File: src/rtl/cnn1d_pkg.sv
// -----------------------------------------------------------------------------
// cnn1d_pkg
// Shared types for the 1-D convolution datapath.
//   DATA_WIDTH      default sample/weight/bias width (two's complement)
//   data_t          signed sample type
//   feeder_state_t  window feeder FSM states
//   pad_count()     'same' padding depth for a kernel of k taps
// -----------------------------------------------------------------------------
package cnn1d_pkg;

    localparam int DATA_WIDTH = 8;

    typedef logic signed [DATA_WIDTH-1:0] data_t;

    typedef enum logic [1:0] {
        FILL  = 2'd0,
        RUN   = 2'd1,
        FLUSH = 2'd2
    } feeder_state_t;

    function automatic int pad_count(input int k);
        return (k - 1) / 2;
    endfunction

endpackage

File: src/rtl/cnn1d_shift_window.sv
// -----------------------------------------------------------------------------
// cnn1d_shift_window
// K-deep sample shift register holding the current convolution window.
//   clk, rst   clock, async active-high reset (window cleared)
//   shift_en   shift one sample in: win[i] <= win[i+1], win[K-1] <= din
//   clear      zero the window; combined with shift_en the old contents are
//              zeroed first, so the window becomes {0, .., 0, din}
//   din        incoming sample
//   window     window contents, window[0] oldest, window[K-1] newest
// Zero-preloading for padded sequences falls out of clear: after a clear the
// older taps are zeros until enough real samples have been shifted in.
// -----------------------------------------------------------------------------
module cnn1d_shift_window #(
    parameter int KERNEL_SIZE = 3,
    parameter int DATA_WIDTH  = 8
) (
    input  logic                                  clk,
    input  logic                                  rst,
    input  logic                                  shift_en,
    input  logic                                  clear,
    input  logic [DATA_WIDTH-1:0]                 din,
    output logic [KERNEL_SIZE-1:0][DATA_WIDTH-1:0] window
);

    logic [KERNEL_SIZE-1:0][DATA_WIDTH-1:0] win_q;
    logic [KERNEL_SIZE-1:0][DATA_WIDTH-1:0] win_d;
    logic [KERNEL_SIZE-1:0][DATA_WIDTH-1:0] base;

    always_comb begin
        base  = clear ? '0 : win_q;
        win_d = base;
        if (shift_en) begin
            for (int i = 0; i < KERNEL_SIZE - 1; i++) begin
                win_d[i] = base[i+1];
            end
            win_d[KERNEL_SIZE-1] = din;
        end
    end

    always_ff @(posedge clk or posedge rst) begin
        if (rst) begin
            win_q <= '0;
        end else begin
            win_q <= win_d;
        end
    end

    assign window = win_q;

endmodule

File: src/rtl/conv1d_window_feeder.sv
// -----------------------------------------------------------------------------
// conv1d_window_feeder
// Builds a KERNEL_SIZE sliding window from a scalar valid/ready sample stream
// and presents it, together with the weight bank and bias, to a neuron over a
// valid/ready handshake.
//   clk, rst                 clock, async active-high reset
//   s_data/s_valid/s_ready   input sample stream, s_last marks final sample
//   w_wr_en/addr/data        weight write port; b_wr_en writes bias from
//                            w_wr_data. Writes are dropped while m_valid is set
//   a                        window, a[0] oldest, a[K-1] newest
//   w, bias                  weight bank and bias register, direct
//   m_valid/m_ready/m_last   window handshake, m_last on final window
// Optional feature: define CNN1D_ZERO_PAD_EN for 'same' padding with
// P = (K-1)/2 zeros at each end of a sequence (adds the FLUSH state).
//
// state | meaning
// FILL  | collecting samples until the window is first full
// RUN   | window full, emitting every STRIDE accepted samples
// FLUSH | (padding only) injecting trailing zero samples, input stalled
// -----------------------------------------------------------------------------
module conv1d_window_feeder
    import cnn1d_pkg::*;
#(
    parameter int KERNEL_SIZE = 3,
    parameter int STRIDE      = 1,
    parameter int DATA_WIDTH  = cnn1d_pkg::DATA_WIDTH
) (
    input  logic                                   clk,
    input  logic                                   rst,
    input  logic [DATA_WIDTH-1:0]                  s_data,
    input  logic                                   s_valid,
    output logic                                   s_ready,
    input  logic                                   s_last,
    input  logic                                   w_wr_en,
    input  logic [$clog2(KERNEL_SIZE)-1:0]         w_wr_addr,
    input  logic [DATA_WIDTH-1:0]                  w_wr_data,
    input  logic                                   b_wr_en,
    output logic [KERNEL_SIZE-1:0][DATA_WIDTH-1:0] a,
    output logic [KERNEL_SIZE-1:0][DATA_WIDTH-1:0] w,
    output logic [DATA_WIDTH-1:0]                  bias,
    output logic                                   m_valid,
    input  logic                                   m_ready,
    output logic                                   m_last
);

    localparam int AW = $clog2(KERNEL_SIZE);
    localparam int FW = $clog2(KERNEL_SIZE + 1);
    localparam int SW = $clog2(STRIDE + 1);
`ifdef CNN1D_ZERO_PAD_EN
    localparam int PAD = pad_count(KERNEL_SIZE);
    localparam int PW  = $clog2(PAD + 2);
    localparam logic [PW-1:0] PAD_LAST = PW'((PAD > 0) ? PAD - 1 : 0);
`else
    localparam int PAD = 0;
`endif
    localparam bit FLUSH_EN = (PAD > 0);

    // fill_cnt == FILL_FULL marks "window already full" so FLUSH can tell a
    // completed window from one still being filled by the pads.
    localparam logic [FW-1:0] FILL_START  = FW'(PAD);
    localparam logic [FW-1:0] FILL_LAST   = FW'(KERNEL_SIZE - 1);
    localparam logic [FW-1:0] FILL_FULL   = FW'(KERNEL_SIZE);
    localparam logic [SW-1:0] STRIDE_LAST = SW'(STRIDE - 1);
    localparam logic [AW:0]   ADDR_LIMIT  = (AW+1)'(KERNEL_SIZE);

    feeder_state_t state_q, state_d;
    logic [FW-1:0] fill_cnt_q, fill_cnt_d;
    logic [SW-1:0] stride_cnt_q, stride_cnt_d;
    logic          fresh_q, fresh_d;
    logic          m_valid_q, m_valid_d;
    logic          m_last_q, m_last_d;
    logic [KERNEL_SIZE-1:0][DATA_WIDTH-1:0] w_q, w_d;
    logic [DATA_WIDTH-1:0] bias_q, bias_d;
`ifdef CNN1D_ZERO_PAD_EN
    logic [PW-1:0] pad_cnt_q, pad_cnt_d;
`endif

    logic                  slot_free;
    logic                  accept;
    logic                  stride_hit;
    logic                  shift_en;
    logic                  win_clear;
    logic [DATA_WIDTH-1:0] shift_din;
    logic                  emit;
    logic                  emit_last;
    logic                  restart;

    // The output slot frees when empty or being consumed this cycle.
    assign slot_free = !m_valid_q || m_ready;
    assign s_ready   = slot_free && (state_q != FLUSH);
    assign accept    = s_valid && s_ready;

    cnn1d_shift_window #(
        .KERNEL_SIZE (KERNEL_SIZE),
        .DATA_WIDTH  (DATA_WIDTH)
    ) u_window (
        .clk      (clk),
        .rst      (rst),
        .shift_en (shift_en),
        .clear    (win_clear),
        .din      (shift_din),
        .window   (a)
    );

    always_comb begin
        state_d      = state_q;
        fill_cnt_d   = fill_cnt_q;
        stride_cnt_d = stride_cnt_q;
        fresh_d      = fresh_q;
        m_valid_d    = m_valid_q;
        m_last_d     = m_last_q;
        w_d          = w_q;
        bias_d       = bias_q;
        shift_en     = 1'b0;
        win_clear    = 1'b0;
        shift_din    = s_data;
        emit         = 1'b0;
        emit_last    = 1'b0;
        restart      = 1'b0;
        stride_hit   = (stride_cnt_q == STRIDE_LAST);
`ifdef CNN1D_ZERO_PAD_EN
        pad_cnt_d    = pad_cnt_q;
`endif

        unique case (state_q)
            FILL: begin
                if (accept) begin
                    shift_en = 1'b1;
                    // Old window is only discarded on the first sample of the
                    // next sequence, so a still-pending window stays intact.
                    win_clear = fresh_q;
                    fresh_d   = 1'b0;
                    if (fill_cnt_q == FILL_LAST) begin
                        emit         = 1'b1;
                        stride_cnt_d = '0;
                        fill_cnt_d   = FILL_FULL;
                        if (!s_last) begin
                            state_d = RUN;
                        end else if (FLUSH_EN) begin
                            state_d = FLUSH;
                        end else begin
                            emit_last = 1'b1;
                            restart   = 1'b1;
                        end
                    end else begin
                        fill_cnt_d = fill_cnt_q + 1'b1;
                        if (s_last) begin
                            if (FLUSH_EN) begin
                                state_d = FLUSH;
                            end else begin
                                restart = 1'b1;
                            end
                        end
                    end
                end
            end
            RUN: begin
                if (accept) begin
                    shift_en     = 1'b1;
                    stride_cnt_d = stride_hit ? '0 : stride_cnt_q + 1'b1;
                    if (s_last && !FLUSH_EN) begin
                        emit      = 1'b1;
                        emit_last = 1'b1;
                        restart   = 1'b1;
                    end else begin
                        emit = stride_hit;
                        if (s_last) begin
                            state_d = FLUSH;
                        end
                    end
                end
            end
`ifdef CNN1D_ZERO_PAD_EN
            FLUSH: begin
                if (slot_free) begin
                    shift_en  = 1'b1;
                    shift_din = '0;
                    pad_cnt_d = pad_cnt_q + 1'b1;
                    if (fill_cnt_q == FILL_FULL) begin
                        emit         = stride_hit;
                        stride_cnt_d = stride_hit ? '0 : stride_cnt_q + 1'b1;
                    end else if (fill_cnt_q == FILL_LAST) begin
                        emit         = 1'b1;
                        stride_cnt_d = '0;
                        fill_cnt_d   = FILL_FULL;
                    end else begin
                        fill_cnt_d = fill_cnt_q + 1'b1;
                    end
                    // Final pad closes the sequence; emit only if full.
                    if (pad_cnt_q == PAD_LAST) begin
                        emit      = (fill_cnt_q >= FILL_LAST);
                        emit_last = (fill_cnt_q >= FILL_LAST);
                        pad_cnt_d = '0;
                        restart   = 1'b1;
                    end
                end
            end
`endif
            default: begin
                restart = 1'b1;
            end
        endcase

        if (restart) begin
            state_d      = FILL;
            fill_cnt_d   = FILL_START;
            stride_cnt_d = '0;
            fresh_d      = 1'b1;
        end

        // emit implies slot_free, so a held window is never overwritten.
        if (emit) begin
            m_valid_d = 1'b1;
            m_last_d  = emit_last;
        end else if (m_valid_q && m_ready) begin
            m_valid_d = 1'b0;
            m_last_d  = 1'b0;
        end

        if (!m_valid_q) begin
            if (w_wr_en && ({1'b0, w_wr_addr} < ADDR_LIMIT)) begin
                w_d[w_wr_addr] = w_wr_data;
            end
            if (b_wr_en) begin
                bias_d = w_wr_data;
            end
        end
    end

    always_ff @(posedge clk or posedge rst) begin
        if (rst) begin
            state_q      <= FILL;
            fill_cnt_q   <= FILL_START;
            stride_cnt_q <= '0;
            fresh_q      <= 1'b0;
            m_valid_q    <= 1'b0;
            m_last_q     <= 1'b0;
            w_q          <= '0;
            bias_q       <= '0;
`ifdef CNN1D_ZERO_PAD_EN
            pad_cnt_q    <= '0;
`endif
        end else begin
            state_q      <= state_d;
            fill_cnt_q   <= fill_cnt_d;
            stride_cnt_q <= stride_cnt_d;
            fresh_q      <= fresh_d;
            m_valid_q    <= m_valid_d;
            m_last_q     <= m_last_d;
            w_q          <= w_d;
            bias_q       <= bias_d;
`ifdef CNN1D_ZERO_PAD_EN
            pad_cnt_q    <= pad_cnt_d;
`endif
        end
    end

    assign m_valid = m_valid_q;
    assign m_last  = m_last_q;
    assign w       = w_q;
    assign bias    = bias_q;

endmodule

File: config.mk
export PLATFORM = sky130hd
export DESIGN_NAME = conv1d_window_feeder
export DESIGN_NICKNAME = d
export VERILOG_FILES = /design/src/rtl/cnn1d_pkg.sv /design/src/rtl/cnn1d_shift_window.sv /design/src/rtl/conv1d_window_feeder.sv
export SDC_FILE = /design/constraint.sdc
export NUM_CORES = 1
export LEC_CHECK = 0
export ABC_AREA = 1
export CAP_MARGIN = 15
export CORE_UTILIZATION = 25
export CTS_BUF_LIST = sky130_fd_sc_hd__clkbuf_2
export DETAILED_ROUTE_END_ITERATION = 10
export MAX_ROUTING_LAYER = met4
export PLACE_DENSITY = 0.6
export SLEW_MARGIN = 20
export SYNTH_ARGS = -nofsm -noshare
export SYNTH_HDL_FRONTEND = slang
export SYNTH_HIERARCHICAL = 1
export SYNTH_SLANG_ARGS = --single-unit
File: constraint.sdc
create_clock -name clk -period 1.5 [get_ports clk]
set_input_delay 0.3 -clock clk [delete_from_list [all_inputs] [get_ports clk]]
set_output_delay 0.3 -clock clk [all_outputs]
set_load 0.005 [all_outputs]
* Word-level counts from Yosys, hierarchy flattened
Cells that the tools add are included.
Storage, ports and cells: register bits after elaboration 64, bits of input ports 25, output and inout bits 59, word-level logic and storage cells 88
Operators by class: $add $sub $neg 2, magnitude comparators 3, eq/ne operators 7, mux-type cells 41, bitwise gates (word level) 2, reduce and logical (&&, ||, !) cells 20
Operators by type and width (count):
- two-way mux 24 bit | 2
- bitwise mux 24 bit | 1
- two-way mux 1 bit | 24
- two-way mux 2 bit | 9
- demux 8 bit (select 2 bit) | 1
- nonzero test 2 bit | 5
- inequality test 3 bit, second input constant | 3
- two-way mux 8 bit | 1
- AND reduction 4 bit | 2
- one-hot mux 1 bit (2 select lines) | 3
- AND reduction 2 bit | 3
- logical AND 1 bit | 5
- less-than comparator 2 x 3 -> 1 bit, second input constant | 1
- nonzero test 3 bit | 1
- adder 2 x 1 -> 2 bit, second input constant | 1
- == test 2 x 1 -> 1 bit, second input constant | 1
- == test 2 bit, second input constant | 1
- greater-or-equal comparator 2 x 1 -> 1 bit, second input constant | 1
- zero test 2 bit | 1
- less-than comparator 2 bit, second input constant | 1
- inequality test 2 x 1 -> 1 bit, second input constant | 1
- inequality test 2 bit, second input constant | 1
- NOT 1 bit | 2
- OR reduction 2 bit | 1
- 3 further kinds | 3

* Longest topological paths before layout
depth in word-level cells 8, depth in mapped cells 8, mapped depth without buffers 7

* Cells and area by module
Netlist, hierarchy kept.
Modules (own cells, without submodules):
- conv1d_window_feeder | times used 1, cells each 159, area each 1641.6 µm², seq. area each 950.9 µm²
- cnn1d_shift_window | times used 1, cells each 107, area each 979.7 µm², seq. area each 600.6 µm²

* Least setup slack after synthesis
Ideal clock, no wire load.
path type reg-to-reg, start register m_valid_q (netlist: m_valid), end register u_window.win_q, in the netlist u_window/window[10], setup time 117 ps, arrival time 1305 ps, data required time 1383 ps, path slack 77 ps, cell stages (with the launch flop) 8, path buffers 1, clock period less this slack 1423 ps, cells stage by stage dfrtp_1 > nand2_1 > nand2_1 > nor2_1 > inv_2 > buf_2 > nand3_1 > nand2_1
RTL lines:
- start: declaration | RTL line conv1d_window_feeder.sv:70 | logic m_valid_q, m_valid_d;
- start signal: assignment | RTL line conv1d_window_feeder.sv:248 | m_valid_q <= m_valid_d;
- end signal: assignment | RTL line cnn1d_shift_window.sv:44 | win_q <= win_d;
- end: declaration | RTL line cnn1d_shift_window.sv:25 | logic [KERNEL_SIZE-1:0][DATA_WIDTH-1:0] win_q;

* Final worst setup path
start register m_valid_q (netlist: m_valid), end register w_q, in the netlist w[5]
Between the ends: longest elaborated chain between the ends 2
RTL lines:
- NOT 1 bit (no line)
- AND reduction 2 bit (no line)
- end signal: assignment | RTL line conv1d_window_feeder.sv:250 | w_q <= w_d;
- end: declaration | RTL line conv1d_window_feeder.sv:72 | logic [KERNEL_SIZE-1:0][DATA_WIDTH-1:0] w_q, w_d;
Every way passes these cells. A chain may end at the register's enable or synchronous reset.

==> impl_metrics.ini <==
[outcome]
outcome = finished clean

[worst_setup_path]
criticalPathCategory = register to register
crit_path_start_kind = register
timing.critical_path.fanout_max = 16
endpoint_arrival_time_on_the_critical_path_ns = 1.82
critical_path_required_ns = 1.87
endpoint_kind = register

[clocking]
cts.reportedPaths.clkPinSlew_ns = 0.17
ctsHoldBuffers = 0
cts.path.max_buffers = 2
ctsHtreeMaxLevel = 3
insertion_delay_ns = 0.48
cts_made_buffers = 9
tritoncts_num_sinks = 62
tritoncts = built
clock_tree.root_cell = sky130_fd_sc_hd__clkbuf_2

[die]
fp.dieH_um = 104
boundaryPins = 84
core_um2 = 10200
rows = 37
floorplan.die_area_um2 = 10900
starting_utilization_of_the_core_area_pct = 25.6
floorplan.die.width_um = 104

[power]
power_w = 0.00686
clock_power_share_pct = 16.6
sequentialPowerShare_pct = 40.2
cellInternalPower_w = 0.00454
ir_worst_vdd_mv = 0.467
power.density_cell_area_nw_per_um2 = 1740
p_sw_share_pct = 33.7
share_comb_of_total_power_pct = 43.2
power.static_leakage_nw = 2.03
net-switching-power_w = 0.00231

[job]
maxCapViolCount = 0

[synthesis]
synth.cells.most_frequent = 86 x sky130_fd_sc_hd__nand2_1, 62 x sky130_fd_sc_hd__dfrtp_1, 33 x sky130_fd_sc_hd__nand3_1
synth_edf_count = 0
ys_seq_elements = 62
main_flop_type_after_synthesis = sky130_fd_sc_hd__dfrtp_1
postSynthNetCount = 292
synthDistinctLibCells = 19
synth.cell_area_um2 = 2620
synth_async_sr_flop_share_pct = 100
synthesis.instances = 266
yosys.cell_count.top_type = sky130_fd_sc_hd__nand2_1
syn_area_per_cell_um2 = 9.85
ys.warnings.count = 6
ys_seq_area_share_pct = 59.2
synth_top_area_cells = sky130_fd_sc_hd__dfrtp_1 59%, sky130_fd_sc_hd__nand2_1 12%, sky130_fd_sc_hd__o21ai_2 8.0%, sky130_fd_sc_hd__nand3_1 6.3%, sky130_fd_sc_hd__inv_1 3.0%
synth_largest_type_area_fraction_pct = 59.2
yosys.area.top_type = sky130_fd_sc_hd__dfrtp_1

[grt]
grt_overflow = 0
grt_pass1_wl_um = 10500
first_global_vias = 2086
grt_max_degree = 39
groute.usage.overall_pct = 12.8
number_of_antenna_violations_at_the_first_check_in_global_routing = 0

[detailed_routing]
via_per_inst = 4.12
drc_errors = 0
routed-via-count = 2215
drt_pre_antenna_iters = 6
drt_iter0_markers = 83
route.antenna.remaining_nets = 0
routedWlPerCell_um = 12.1
total_wire_length_after_detailed_routing_um = 6520

[sta]
finalHoldViolCount = 0
worst_slew_pin_slew_ns = 0.290
finalClockSkew_ns = 0.0138
max_freq_mhz = 690
setup_viol = 0
setup_repair_after_global_routing_missed_its_margin = true
timing.final.crit_period_ns = 1.45
worst_slew_margin_pct = 80.7
timing_max_transition_violations_final = 0
final_min_period_over_clock_period_pct = 96.7
fin_hold_ws_ns = 0.0468

[layout]
final_layout_size_suffix_gt1_share_pct = 31.3
layoutNonFillerInstCount = 538
areaGrowthSynthToFinish_pct = 50.4
antenna-diode-count = 0
finish.net_count = 424

[hold_path]
worst_min_path_class = input port to async pin

[place]
numPortBuffers = 83
placed_cells_incl_taps = 487
gp_congestion = 0.753
place_hpwl_um = 4490
[worst paths after layout]
path | slack (ns) | start | end | cells past startpoint
setup reg to reg | 0.05 | m_valid | w[5] | 6
hold reg to reg | 0.49 | u_window/window[6] | u_window/window[6] | 2
hold / removal | 0.05 | rst | u_window/window[2] | 2
max in group asynchronous | 1.08 | rst | u_window/window[5] | 3
setup / recovery | 0.05 | m_valid | w[5] | 6
min in group clk | 0.32 | s_data[5] | u_window/window[21] | 3
[flip-flops by register name (all words and copies together) (netlist names)]
signal,flops
u_window/window,24
fill_cnt_q,2
state_q,1
bias,8
w,24
m_last,1
fresh_q,1
m_valid,1
[power by group through the flow]
stage	logic (W)	registers (W)	clock network (W)
after floorplan	0.00111	0.00284	0
after global placement	0.00282	0.00284	0
after detailed placement	0.00286	0.00284	0
after CTS	0.00293	0.00276	0.00119
after global routing	0.00328	0.00284	0.00127
final	0.00296	0.00276	0.00114
[layer usage]
layer  vias to the layer above  share of wire, %  global-route usage [%]
li1                       1121                 -                       -
met2                        59                47                    19.4
met3                        10               4.4                    2.51
met1                      1025                46                    15.9
met4                         0               2.0                    7.04
met5                         -                 0                       -
[logic make-up (layout without fill, tap and decap cells)]
group	Yosys count	count (layout)	synth area share, %
compound gates	38	38	11.0
fa+ha+maj	1	1	0.477
buf+inv	34	170	6.63
flops	62	62	59.2
simple gates	131	131	22.7
[stage by stage]
step                      setup WS (ns)  TNS (ns)  util (%)  area [µm²]
final                            0.0497         0      38.5        3940
after global routing            -0.0405    -0.184      38.5        3940
after CTS                       -0.0809   -0.0809      38.9        3980
after detailed placement         -0.244     -7.34      36.0        3680
after global placement           -0.236     -6.75      36.0        3680
after floorplan                  0.0774         0         -        2620
[critical path, stage by stage, from the launching register on]
cell and delay, ns:
sky130_fd_sc_hd__dfrtp_1 0.43, sky130_fd_sc_hd__buf_6 0.12, sky130_fd_sc_hd__buf_4 0.14, sky130_fd_sc_hd__nor2_4 0.20
sky130_fd_sc_hd__nand3_4 0.24, sky130_fd_sc_hd__nand2_1 0.14, sky130_fd_sc_hd__o21ai_2 0.06
[cell usage in the layout (no fill, tap or decap)]
cell,netlist,routed
sky130_fd_sc_hd__clkinvlp_4,0,1
sky130_fd_sc_hd__nand2_1,86,84
sky130_fd_sc_hd__o21ai_2,24,24
sky130_fd_sc_hd__clkinv_1,0,2
sky130_fd_sc_hd__nor2_1,5,5
sky130_fd_sc_hd__nor2_4,2,2
sky130_fd_sc_hd__bufinv_16,0,2
sky130_fd_sc_hd__nand3_4,3,3
sky130_fd_sc_hd__buf_4,3,44
sky130_fd_sc_hd__a21oi_1,1,1
sky130_fd_sc_hd__clkbuf_2,0,39
sky130_fd_sc_hd__a21boi_2,1,1
sky130_fd_sc_hd__nand3_1,33,33
sky130_fd_sc_hd__clkdlybuf4s50_1,0,24
sky130_fd_sc_hd__clkdlybuf4s15_1,0,29
sky130_fd_sc_hd__buf_2,4,1
sky130_fd_sc_hd__nand4_1,2,2
sky130_fd_sc_hd__buf_6,4,1
sky130_fd_sc_hd__dfrtp_1,62,62
sky130_fd_sc_hd__inv_4,0,2
sky130_fd_sc_hd__nand2_2,0,2
sky130_fd_sc_hd__o21ai_0,10,10
sky130_fd_sc_hd__o211ai_1,1,1
sky130_fd_sc_hd__o21ai_1,1,1
sky130_fd_sc_hd__inv_1,21,21
sky130_fd_sc_hd__buf_12,0,4
sky130_fd_sc_hd__ha_1,1,1
[what timing repair did]
| action | in CTS | in global routing |
|---|---|---|
| pin swaps | 1 | 0 |
| buffers inserted | 24 | 12 |
| hold endpoints to repair | 0 | 0 |
| endpoints found under the setup margin | 59 | 61 |
| resized for setup | 112 | 43 |
[cell type report]
| class | count | area [µm²] |
|---|---|---|
| fillers | 1043 | 6290 |
| flip-flops and latches | 62 | 1550 |
| repair buffers | 132 | 1100 |
| multi-input cells | 170 | 901 |
| well taps | 136 | 170 |
| inverters | 23 | 91.3 |
| clock inverters | 5 | 75.1 |
| clock buffers | 10 | 50.0 |
No activity file was read; power rests on OpenSTA's default activity.
